--- config.mk ---
export PLATFORM = sky130hd
export DESIGN_NAME = pc_sequencer
export DESIGN_NICKNAME = d
export VERILOG_FILES = /design/src/rtl/pc_sequencer.sv
export SDC_FILE = /design/constraint.sdc
export NUM_CORES = 1
export LEC_CHECK = 0
export ABC_AREA = 1
export CELL_PAD_IN_SITES_DETAIL_PLACEMENT = 1
export CELL_PAD_IN_SITES_GLOBAL_PLACEMENT = 2
export CORE_MARGIN = 2
export CORE_UTILIZATION = 21
export DETAILED_ROUTE_END_ITERATION = 7
export PLACE_DENSITY = 0.8
export SLEW_MARGIN = 15
export SYNTH_ARGS = -nofsm -noshare
export SYNTH_HDL_FRONTEND = slang
export SYNTH_SLANG_ARGS = --single-unit
--- constraint.sdc ---
create_clock -name clk -period 3 [get_ports clk]
set_clock_uncertainty 0.05 [all_clocks]
set_input_delay 0.9 -clock clk [delete_from_list [all_inputs] [get_ports clk]]
set_output_delay 0.9 -clock clk [all_outputs]
set_load 0.02 [all_outputs]
--- src/rtl/pc_sequencer.sv ---
// Next-PC controller: boot hold, redirect priority, stall-time redirect buffering.
// Optional exception entry and EPC capture are built when SEQ_EXCEPTION_EN is defined.
module pc_sequencer #(
    parameter int unsigned       N_BITS      = 32,
    parameter logic [N_BITS-1:0] RESET_PC    = 32'h0040_0000,
    parameter int unsigned       BOOT_CYCLES = 2,
    parameter logic [N_BITS-1:0] EXC_VECTOR  = 32'h8000_0180
) (
    input  logic              clk,
    input  logic              reset,
    input  logic [N_BITS-1:0] pc_value_i,
    input  logic              stall_i,
    input  logic              branch_taken_i,
    input  logic [N_BITS-1:0] branch_target_i,
    input  logic              jump_i,
    input  logic [N_BITS-1:0] jump_target_i,
    input  logic              jr_i,
    input  logic [N_BITS-1:0] jr_target_i,
`ifdef SEQ_EXCEPTION_EN
    input  logic              exc_i,
    input  logic [N_BITS-1:0] exc_pc_i,
    output logic [N_BITS-1:0] epc_o,
`endif
    output logic [N_BITS-1:0] new_pc_o,
    output logic              fetch_valid_o,
    output logic              flush_o,
    output logic              redirect_pending_o
);

    localparam logic [1:0] StBoot = 2'd0;
    localparam logic [1:0] StRun  = 2'd1;
    localparam logic [1:0] StPend = 2'd2;

    logic [1:0]        r_state, w_state_next;
    logic [3:0]        r_boot_cnt, w_boot_cnt_next;
    logic [N_BITS-1:0] r_pend_target, w_pend_target_next;
    logic [N_BITS-1:0] w_pc_plus4;
    logic [N_BITS-1:0] w_raw_target;
    logic [N_BITS-1:0] w_target;
    logic              w_redirect;
`ifdef SEQ_EXCEPTION_EN
    logic [N_BITS-1:0] r_epc, w_epc_next;
    logic              w_misaligned;
`endif

    assign w_pc_plus4 = pc_value_i + N_BITS'(4);
    assign w_redirect = branch_taken_i | jr_i | jump_i;

    // EX-stage branch is older than the ID-stage jumps, so it wins.
    always_comb begin
        if (branch_taken_i) begin
            w_raw_target = branch_target_i;
        end else if (jr_i) begin
            w_raw_target = jr_target_i;
        end else begin
            w_raw_target = jump_target_i;
        end
    end

    assign w_target = w_raw_target & ~N_BITS'(3);

`ifdef SEQ_EXCEPTION_EN
    assign w_misaligned = w_redirect && (w_raw_target[1:0] != 2'b00);
    assign epc_o        = r_epc;
`endif

    always_comb begin
        new_pc_o           = pc_value_i;
        fetch_valid_o      = 1'b0;
        flush_o            = 1'b0;
        w_state_next       = r_state;
        w_boot_cnt_next    = r_boot_cnt;
        w_pend_target_next = r_pend_target;
`ifdef SEQ_EXCEPTION_EN
        w_epc_next         = r_epc;
`endif
        if (!reset) begin
            new_pc_o = RESET_PC;
        end else begin
            case (r_state)
                StBoot: begin
                    new_pc_o = RESET_PC;
                    if (r_boot_cnt <= 4'd1) begin
                        w_boot_cnt_next = 4'd0;
                        w_state_next    = StRun;
                    end else begin
                        w_boot_cnt_next = r_boot_cnt - 4'd1;
                    end
                end
                StRun: begin
`ifdef SEQ_EXCEPTION_EN
                    if (exc_i) begin
                        new_pc_o   = EXC_VECTOR;
                        flush_o    = 1'b1;
                        w_epc_next = exc_pc_i;
                    end else if (w_misaligned) begin
                        new_pc_o   = EXC_VECTOR;
                        flush_o    = 1'b1;
                        w_epc_next = w_raw_target;
                    end else
`endif
                    if (w_redirect) begin
                        if (stall_i) begin
                            w_pend_target_next = w_target;
                            w_state_next       = StPend;
                        end else begin
                            new_pc_o = w_target;
                            flush_o  = 1'b1;
                        end
                    end else if (!stall_i) begin
                        new_pc_o      = w_pc_plus4;
                        fetch_valid_o = 1'b1;
                    end
                end
                StPend: begin
                    // Redirects seen here are wrong-path and dropped.
`ifdef SEQ_EXCEPTION_EN
                    if (exc_i) begin
                        new_pc_o           = EXC_VECTOR;
                        flush_o            = 1'b1;
                        w_epc_next         = exc_pc_i;
                        w_pend_target_next = '0;
                        w_state_next       = StRun;
                    end else
`endif
                    if (!stall_i) begin
                        new_pc_o     = r_pend_target;
                        flush_o      = 1'b1;
                        w_state_next = StRun;
                    end
                end
                default: begin
                    new_pc_o     = RESET_PC;
                    w_state_next = StBoot;
                end
            endcase
        end
    end

    always_ff @(posedge clk) begin
        if (!reset) begin
            r_state       <= StBoot;
            r_boot_cnt    <= 4'(BOOT_CYCLES);
            r_pend_target <= '0;
`ifdef SEQ_EXCEPTION_EN
            r_epc         <= '0;
`endif
        end else begin
            r_state       <= w_state_next;
            r_boot_cnt    <= w_boot_cnt_next;
            r_pend_target <= w_pend_target_next;
`ifdef SEQ_EXCEPTION_EN
            r_epc         <= w_epc_next;
`endif
        end
    end

    assign redirect_pending_o = (r_state == StPend);

endmodule

==> impl_metrics.env, run 1 <==
export IMPL_status="finished with violations"
export IMPL_violations="setup timing"
export IMPL_gp_congestion=0.810
export IMPL_worst_slew_pin_slew_ps=446
export IMPL_period_needed_ps=3240
export IMPL_cts_buffers=5
export IMPL_drt_wl_total_mm=22.5
export IMPL_clock_fmax_mhz=308
export IMPL_start_kind="input port"
export IMPL_synthesis_nets=857
export IMPL_switchingPower_uw=1230
export IMPL_finalPower_uw=2940
export IMPL_worstHoldPathCells=2
export IMPL_drt_first_pass_iters=4
export IMPL_ys_top_cells_by_count="nand2_1 (172), a21oi_1 (79), nand3_1 (74)"
export IMPL_drv_slew=0
export IMPL_ys_ff_latch=36
export IMPL_crit_slowest_cell="nor2_4"
export IMPL_vdd_ir_drop_max_uv=217
export IMPL_nets=1151
export IMPL_ys_flop_type="dfxtp_1"
export IMPL_leakage_uw=0.00356
export IMPL_place_ws_ps=-1220
export IMPL_relSlewSlack_pct=70.1
export IMPL_setup_viol=30
export IMPL_cpMostUsedCell="buf_6"
export IMPL_insertedDiodeCount=0
export IMPL_drt_vias_per_instance=4.81
export IMPL_row_count=50
export IMPL_crit_family="simple AND/OR/NAND/NOR gates"
export IMPL_fin_crit_sh_pct=108
export IMPL_path_buf_inv=4
export IMPL_grt_pass1_wl_mm=34.0
export IMPL_syn_avg_cell_area_um2=5.67
export IMPL_final_hold_viol_count=0
export IMPL_internal_power_uw=1720
export IMPL_synth_seq_area_share_pct=17.7
export IMPL_dpl_cell_count=1223
export IMPL_num_io_pins=169
export IMPL_cts_root_buf="clkbuf_16"
export IMPL_path_cells="buf_4, nand2_2, nor2_4, buf_6, nand3_4, nor2_4, buf_6, a21oi_2, o21ai_1, nand2_1, a21oi_2, buf_6"
export IMPL_yosysTopAreaCell="dfxtp_1"
export IMPL_cp_depth=12
export IMPL_drv_cap=0
export IMPL_areaGrowthSynthToFinish_pct=107
export IMPL_synth_edf_count=0
export IMPL_synth_cell_types=36
export IMPL_drc_errors=0
export IMPL_die_area_mm2=0.0205
export IMPL_grt_max_degree=35
export IMPL_yosys_warnings=0
export IMPL_rr_worst_depth=8
export IMPL_io_buffers=162
export IMPL_pwr_share_seq_pct=22.2
export IMPL_fp_dieH_um=143
export IMPL_p_clk_share_pct=18.4
export IMPL_powerDensity_mw_per_mm2=350
export IMPL_cp_arrival_ps=2290
export IMPL_async_flop_share_pct=0
export IMPL_hp_class="reg -> reg"
export IMPL_cp_max_fo=4
export IMPL_clockBufferDepth=2
export IMPL_grt_pass1_vias=6155
export IMPL_yosys_top_cells_area="dfxtp_1 (18%), nand2_1 (16%), a21oi_1 (9.7%)"
export IMPL_stdcell_count=1272
export IMPL_core_mm2=0.0188
export IMPL_ctsHoldBuffers=0
export IMPL_switching_share_pct=41.7
export IMPL_overflow=0
export IMPL_final_util_pct=44.7
export IMPL_cts_clk_slew_worst_paths_ps=50
export IMPL_detail_route_antenna_nets=0
export IMPL_drtIter0Drc=336
export IMPL_antenna_found_initial=0
export IMPL_drive_above_1_share_pct=44.2
export IMPL_synth_top_area_share_pct=17.7
export IMPL_track_usage_pct=21.2
export IMPL_cp_required_ps=2050
export IMPL_grt_setup_unrepaired="true"
export IMPL_start_util_pct=21.6
export IMPL_numClockSinks=36
export IMPL_insertion_delay_ps=290
export IMPL_final_area_mm2=0.00841
export IMPL_dpl_instance_area_mm2=0.00691
export IMPL_synth_most_common_cell="nand2_1"
export IMPL_dp_hpwl_mm=16.4
export IMPL_power_frac_comb_pct=59.3
export IMPL_wl_per_cell_um=17.7
export IMPL_vias=6118
export IMPL_synthCells=717
export IMPL_die_w_um=143
export IMPL_endpoint_kind="output port"
export IMPL_htreeDepth=2
export IMPL_setup_ws_ps=-242
export IMPL_cts_tree="yes"
export IMPL_max_stage_delay_ps=170
export IMPL_netlist_area_mm2=0.00407
export IMPL_crit_type="in -> out"
[kinds of logic after synthesis]
| logic type | after synthesis | share of synthesized area, % |
|---|---|---|
| AOI/OAI and AO/OA | 212 | 29.1 |
| xor gates and xnor gates | 5 | 1.08 |
| adders and majority gates | 6 | 1.85 |
| buffers and inverters | 112 | 12.5 |
| DFF | 36 | 17.7 |
| and+or+nand+nor | 346 | 37.8 |
[sequential cells by signal, indices dropped and copies added (netlist names)]
| register | cells |
|---|---|
| r_boot_cnt | 4 |
| r_pend_target | 30 |
| r_state | 2 |
[power groups by stage]
| stage | clock network, uW | registers (uW) | logic (uW) |
|---|---|---|---|
| 6_report | 543 | 655 | 1750 |
| 5_1_grt | 570 | 663 | 1890 |
| 4_1_cts | 551 | 651 | 1620 |
| 3_5_place_dp | 0 | 660 | 1440 |
| 3_3_place_gp | 0 | 657 | 1420 |
| 2_1_floorplan | 0 | 640 | 746 |
[path summary, 6_finish.rpt]
| check | from | to | slack, ps |
|---|---|---|---|
| worst min-delay path | r_boot_cnt[0]$_SDFFE_PN0P_ | r_boot_cnt[0]$_SDFFE_PN0P_ | 440 |
| worst min register to register | r_boot_cnt[0]$_SDFFE_PN0P_ | r_boot_cnt[0]$_SDFFE_PN0P_ | 440 |
| worst max-delay path | pc_value_i[4] | new_pc_o[14] | -240 |
| worst max register to register | r_state[1]$_SDFFE_PN0P_ | r_pend_target[25]$_SDFFE_PN0P_ | 970 |
[through the flow]
stage | hold slack, ps | TNS (ps)
final | 445 | -5030
after global routing | 493 | -7290
after CTS | 445 | -5960
after detailed placement | 437 | -37260
after global placement | 424 | -36920
after floorplan | 406 | 0
[metal layers]
layer | routed length, um | up-vias | global-route usage (%)
met1 | 10600 | 2924 | 29.9
met4 | 241 | 0 | 4.17
met3 | 1110 | 14 | 2.48
met2 | 10600 | 169 | 34.7
met5 | 0 | - | 0
li1 | - | 3011 | -
[worst register-to-register path, stage by stage, from the launching register on]
cell and delay, ps:
dfxtp_1 340, inv_1 100, ha_1 290, inv_4 160, buf_4 180, nor3_4 310
buf_12 230, o21ai_1 110, a21oi_1 170
[cell type report]
type / count / area (um2)
inverter: 69 / 305
sequential: 36 / 721
multi-input combinational: 569 / 3730
timing repair buffer: 328 / 3160
fill: 2317 / 10400
tap: 260 / 325
timing repair inverter: 2 / 20.0
clock buffer: 8 / 146
[cell usage in the layout (no fill, tap or decap), types with 33 or more instances in the layout]
master	synthesis	layout
nand2_2	1	37
nand3_1	74	37
dfxtp_1	36	36
buf_6	7	41
clkdlybuf4s50_1	0	80
nor2_1	72	47
a21oi_1	79	45
inv_1	62	50
a21oi_2	0	33
nand3_2	0	34
o21ai_1	31	51
nand2_1	172	129
buf_4	1	140
[timing repair]
item                       CTS  global route
pin swaps                   89           102
setup endpoints to repair   34            33
resized for setup          471           141
setup buffers               26            10
gates cloned                 6             1
No activity file was read; power rests on OpenSTA's default activity.
==> inputs of run 2 (changes only) <==
- SETUP_SLACK_MARGIN: not set -> 0.5
- TNS_END_PERCENT: not set -> 5
==> run 2 against run 1 <==
- the flow still finishes with violations (setup timing)
- worst setup slack lost 23 ps
- critical path type unchanged
- first-iteration DRC count down 8.9%
- die area unchanged
- clock-buffer cell count shrank 1
- global-route usage up 0.24 points
- cell area shrank 5.0%
- worst hold slack hardly changed
==> impl_metrics.env, run 2 (synthesized netlist as in run 1, its figures left out) <==
export IMPL_timing_rr_start="r_state[0]$_SDFFE_PN0P_"
export IMPL_crit_family="buffers and inverters"
export IMPL_dpl_cell_count=1226
export IMPL_top_register="r_pend_target"
export IMPL_internal_power_uw=1690
export IMPL_detail_route_antenna_nets=0
export IMPL_setup_ws_ps=-265
export IMPL_crit_slowest_cell="clkdlybuf4s15_2"
export IMPL_drtIter0Drc=306
export IMPL_final_area_mm2=0.00800
export IMPL_switchingPower_uw=1210
export IMPL_top_regs="r_pend_target: 30 flops, r_boot_cnt: 4 flops, r_state: 2 flops"
export IMPL_r2r_end="r_state[0]$_SDFFE_PN0P_"
export IMPL_die_area_mm2=0.0205
export IMPL_hp_start="r_boot_cnt[0]$_SDFFE_PN0P_"
export IMPL_start_util_pct=21.6
export IMPL_htreeDepth=2
export IMPL_drt_first_pass_iters=4
export IMPL_stdcell_count=1253
export IMPL_fin_crit_sh_pct=109
export IMPL_relSlewSlack_pct=70.8
export IMPL_r2r_setup_slack_ps=1090
export IMPL_cts_tree="yes"
export IMPL_cts_root_buf="clkbuf_16"
export IMPL_drc_errors=0
export IMPL_drt_wl_total_mm=21.8
export IMPL_whs_endpoint="r_boot_cnt[0]$_SDFFE_PN0P_"
export IMPL_vias=5864
export IMPL_vdd_ir_drop_max_uv=193
export IMPL_grt_pass1_vias=6321
export IMPL_clock_fmax_mhz=306
export IMPL_core_mm2=0.0188
export IMPL_insertion_delay_ps=280
export IMPL_crit_type="in -> out"
export IMPL_final_common_cell="nand2_1"
export IMPL_layout_common_cells="nand2_1 (154), buf_4 (128), clkdlybuf4s50_1 (93)"
export IMPL_cp_arrival_ps=2320
export IMPL_grt_pass1_wl_mm=34.4
export IMPL_clockBufferDepth=2
export IMPL_tns_ps=-6610
export IMPL_max_stage_delay_ps=230
export IMPL_row_count=50
export IMPL_wl_per_cell_um=17.4
export IMPL_drt_vias_per_instance=4.68
export IMPL_status="finished with violations"
export IMPL_power_frac_comb_pct=58.5
export IMPL_overflow=0
export IMPL_holdWs_ps=445
export IMPL_pwr_share_seq_pct=22.6
export IMPL_hp_class="reg -> reg"
export IMPL_areaGrowthSynthToFinish_pct=96.6
export IMPL_fp_dieH_um=143
export IMPL_grt_setup_unrepaired="true"
export IMPL_endpoint_kind="output port"
export IMPL_drv_slew=0
export IMPL_dp_hpwl_mm=16.9
export IMPL_cp_required_ps=2050
export IMPL_period_needed_ps=3270
export IMPL_final_hold_viol_count=0
export IMPL_cpMostUsedCell="buf_4"
export IMPL_violations="setup timing"
export IMPL_numClockSinks=36
export IMPL_setup_viol=33
export IMPL_rr_worst_depth=10
export IMPL_largest_register_ffs=30
export IMPL_dpl_instance_area_mm2=0.00712
export IMPL_path_buf_inv=4
export IMPL_io_buffers=162
export IMPL_cts_clk_slew_worst_paths_ps=50
export IMPL_antenna_found_initial=0
export IMPL_powerDensity_mw_per_mm2=363
export IMPL_drv_cap=0
export IMPL_num_io_pins=169
export IMPL_p_clk_share_pct=18.9
export IMPL_path_cells="clkdlybuf4s15_2, buf_4, nand4_1, buf_4, nor2_8, xor2_1, nand2_1, nand2_1, a21oi_2, buf_4"
export IMPL_leakage_uw=0.00325
export IMPL_start_kind="input port"
export IMPL_switching_share_pct=41.7
export IMPL_worst_slew_pin_slew_ps=434
export IMPL_die_w_um=143
export IMPL_track_usage_pct=21.4
export IMPL_grt_max_degree=33
export IMPL_cts_buffers=5
export IMPL_cp_max_fo=5
export IMPL_gp_congestion=0.815
export IMPL_drive_above_1_share_pct=36.1
export IMPL_insertedDiodeCount=0
export IMPL_worstHoldPathCells=2
export IMPL_nets=1133
==> run 2: worst max path at each step <==
stage | start | endpoint | slack, ps | cells after the start
after CTS | branch_taken_i | new_pc_o[16] | -260 | 12
after detailed placement | jr_i | new_pc_o[19] | -1300 | 10
after global placement | jr_i | new_pc_o[19] | -1300 | 10
after global routing | branch_taken_i | new_pc_o[29] | -350 | 12
after floorplan | branch_taken_i | new_pc_o[19] | 60 | 10
final | pc_value_i[12] | new_pc_o[15] | -270 | 10
==> run 2: worst register-to-register path: cells and delay by family, from the launching register on <==
| family | cells | cell delay [ps] |
|---|---|---|
| AO/OA/AOI/OAI | 3 | 500 |
| buffers and inverters | 4 | 490 |
| flip-flops | 1 | 330 |
| adder cells (fa/ha/maj) | 1 | 260 |
| AND/OR/NAND/NOR | 2 | 220 |
==> run 2: timing repair <==
item | CTS | global route
hold buffers | 0 | 0
setup buffers | 15 | 0
cloned | 5 | 0
pin swaps | 67 | 12
gates resized for setup | 420 | 22
setup endpoints to repair | 67 | 34
==> run 2: area by class of cell <==
class / count / area (um2)
Fill cell: 2356 / 10800
Sequential cell: 36 / 721
Multi-Input combinational cell: 570 / 3510
Inverter: 69 / 279
Timing Repair inverter: 1 / 7.51
Tap cell: 260 / 325
Timing Repair Buffer: 310 / 3000
Clock buffer: 7 / 153
==> run 2: through the flow <==
stage | total power, uW | worst slack [ps] | utilization (%)
global route | 3090 | -351 | 42.5
global placement | 2180 | -1300 | 37.8
detailed placement | 2210 | -1300 | 37.8
finish | 2900 | -265 | 42.5
floorplan | 1460 | 62.5 | -
CTS | 2880 | -257 | 42.1
==> run 2: layer usage <==
layer	vias to the layer above	share of wire [%]	track usage, %
li1	2970	-	-
met1	2728	47	29.1
met2	147	47	36.0
met3	19	5.0	3.02
met4	0	1.3	4.27
met5	-	0	0
==> run 2: power by group through the flow <==
stage	logic, uW	clock network (uW)	registers, uW
3_3_place_gp	1520	0	657
4_1_cts	1670	560	652
3_5_place_dp	1550	0	661
6_report	1700	550	655
2_1_floorplan	821	0	640
5_1_grt	1850	574	666
==> inputs of run 3 (changes only) <==
- CAP_MARGIN: not set -> 30
- PLACE_DENSITY: 0.8 -> not set
- PLACE_DENSITY_LB_ADDON: not set -> 0.25
==> run 3 against run 2 <==
- the flow still finishes with violations (setup timing)
- clock-buffer cell count unchanged
- sequential share of layout area increased by 0.20 points
- clock power barely moved
- critical endpoint is now new_pc_o[27]
==> impl_metrics.env, run 3 (synthesized netlist as in run 1, its figures left out) <==
export IMPL_drt_first_pass_iters=4
export IMPL_overflow=0
export IMPL_max_stage_delay_ps=260
export IMPL_cp_arrival_ps=2270
export IMPL_clock_fmax_mhz=310
export IMPL_cts_tree="yes"
export IMPL_cts_clk_slew_worst_paths_ps=60
export IMPL_vias=5928
export IMPL_crit_type="in -> out"
export IMPL_track_usage_pct=21.5
export IMPL_die_w_um=143
export IMPL_drtIter0Drc=251
export IMPL_final_common_cell="nand2_1"
export IMPL_drt_vias_per_instance=4.79
export IMPL_drv_slew=0
export IMPL_setup_viol=29
export IMPL_insertion_delay_ps=280
export IMPL_relSlewSlack_pct=72.2
export IMPL_clockBufferDepth=2
export IMPL_holdWs_ps=446
export IMPL_cts_buffers=5
export IMPL_fp_dieH_um=143
export IMPL_path_buf_inv=3
export IMPL_hp_class="reg -> reg"
export IMPL_io_buffers=162
export IMPL_row_count=50
export IMPL_largest_register_ffs=30
export IMPL_powerDensity_mw_per_mm2=367
export IMPL_start_kind="input port"
export IMPL_top_register="r_pend_target"
export IMPL_cp_max_fo=4
export IMPL_path_cells="buf_4, nand2_2, nor2_4, buf_6, nand3_4, nor2_4, nand2_1, nand2_1, nand3_2, nand2_2, a21oi_4, buf_6"
export IMPL_layout_common_cells="nand2_1 (144), buf_4 (127), clkdlybuf4s50_1 (93)"
export IMPL_worst_slew_pin_slew_ps=412
export IMPL_crit_slowest_cell="nor2_4"
export IMPL_cts_root_buf="clkbuf_16"
export IMPL_gp_congestion=0.849
export IMPL_grt_pass1_vias=6300
export IMPL_drc_errors=0
export IMPL_leakage_uw=0.00318
export IMPL_htreeDepth=2
export IMPL_drive_above_1_share_pct=37.5
export IMPL_insertedDiodeCount=0
export IMPL_die_area_mm2=0.0205
export IMPL_areaGrowthSynthToFinish_pct=92.4
export IMPL_grt_setup_unrepaired="true"
export IMPL_drv_cap=0
export IMPL_final_hold_viol_count=0
export IMPL_drt_wl_total_mm=22.0
export IMPL_detail_route_antenna_nets=0
export IMPL_wl_per_cell_um=17.8
export IMPL_crit_family="simple AND/OR/NAND/NOR gates"
export IMPL_numClockSinks=36
export IMPL_setup_ws_ps=-224
export IMPL_violations="setup timing"
export IMPL_grt_pass1_wl_mm=34.5
export IMPL_core_mm2=0.0188
export IMPL_antenna_found_initial=0
export IMPL_top_regs="r_pend_target: 30 flops, r_boot_cnt: 4 flops, r_state: 2 flops"
export IMPL_period_needed_ps=3220
export IMPL_cp_required_ps=2050
export IMPL_grt_max_degree=43
export IMPL_fin_crit_sh_pct=107
export IMPL_nets=1117
export IMPL_endpoint_kind="output port"
export IMPL_num_io_pins=169
export IMPL_start_util_pct=21.6
export IMPL_status="finished with violations"
export IMPL_place_ws_ps=-1300
export IMPL_vdd_ir_drop_max_uv=177
export IMPL_dp_hpwl_mm=17.3
-- run 3: timing repair --
action | in CTS | in global routing
setup endpoints to repair | 41 | 34
setup buffers | 8 | 1
pin swaps | 70 | 41
gates cloned | 2 | 0
hold buffers | 0 | 0
resized for setup | 419 | 74
-- run 3: final timing paths --
path	start	depth (start not counted)	end	slack [ps]
setup / recovery	pc_value_i[4]	12	new_pc_o[27]	-220
hold / removal	r_state[1]$_SDFFE_PN0P_	2	r_state[1]$_SDFFE_PN0P_	450
setup reg to reg	r_state[1]$_SDFFE_PN0P_	10	r_state[0]$_SDFFE_PN0P_	1000
hold reg to reg	r_state[1]$_SDFFE_PN0P_	2	r_state[1]$_SDFFE_PN0P_	450
-- run 3: layout make-up --
type                            count  area (um2)
Inverter                           69         294
Clock inverter                      1        7.51
Sequential cell                    36         721
Multi-Input combinational cell    570        3610
Tap cell                          260         325
Clock buffer                        7         143
Timing Repair Buffer              295        2720
Fill cell                        2359       11000
-- run 3: worst reg2reg max path, delay by kind of cell, from the launching register on --
family                     cells  cell delay [ps]
buffers and inverters          5              730
DFF                            1              360
AOI/OAI and AO/OA              2              340
adders and majority gates      1              290
and+or+nand+nor                2              180
-- run 3: stage by stage --
| stage | setup TNS (ps) | power [uW] | cell area, um2 | std cells | utilization, % |
|---|---|---|---|---|---|
| finish | -4980 | 2870 | 7830 | 1238 | 41.6 |
| global route | -7720 | 3050 | 7830 | 1238 | 41.6 |
| CTS | -6210 | 2840 | 7650 | 1237 | 40.6 |
| detailed placement | -39660 | 2180 | 7020 | 1219 | 37.3 |
| global placement | -38870 | 2120 | 7020 | 1219 | 37.3 |
| floorplan | 0 | 1460 | 4290 | 717 | - |
-- run 3: power by group --
part	leakage (uW)	switching [uW]	internal [uW]	total (uW)
clock network	0.0000701	221	332	552
logic	0.00281	954	710	1660
registers	0.000294	69.0	587	656
-- run 3: layer usage --
metal	track usage [%]	part of all wire, %	vias to the layer above
met3	2.11	3.8	22
met5	0	0	-
met2	35.1	46	151
met4	5.11	1.7	0
li1	-	-	2937
met1	30.4	48	2818
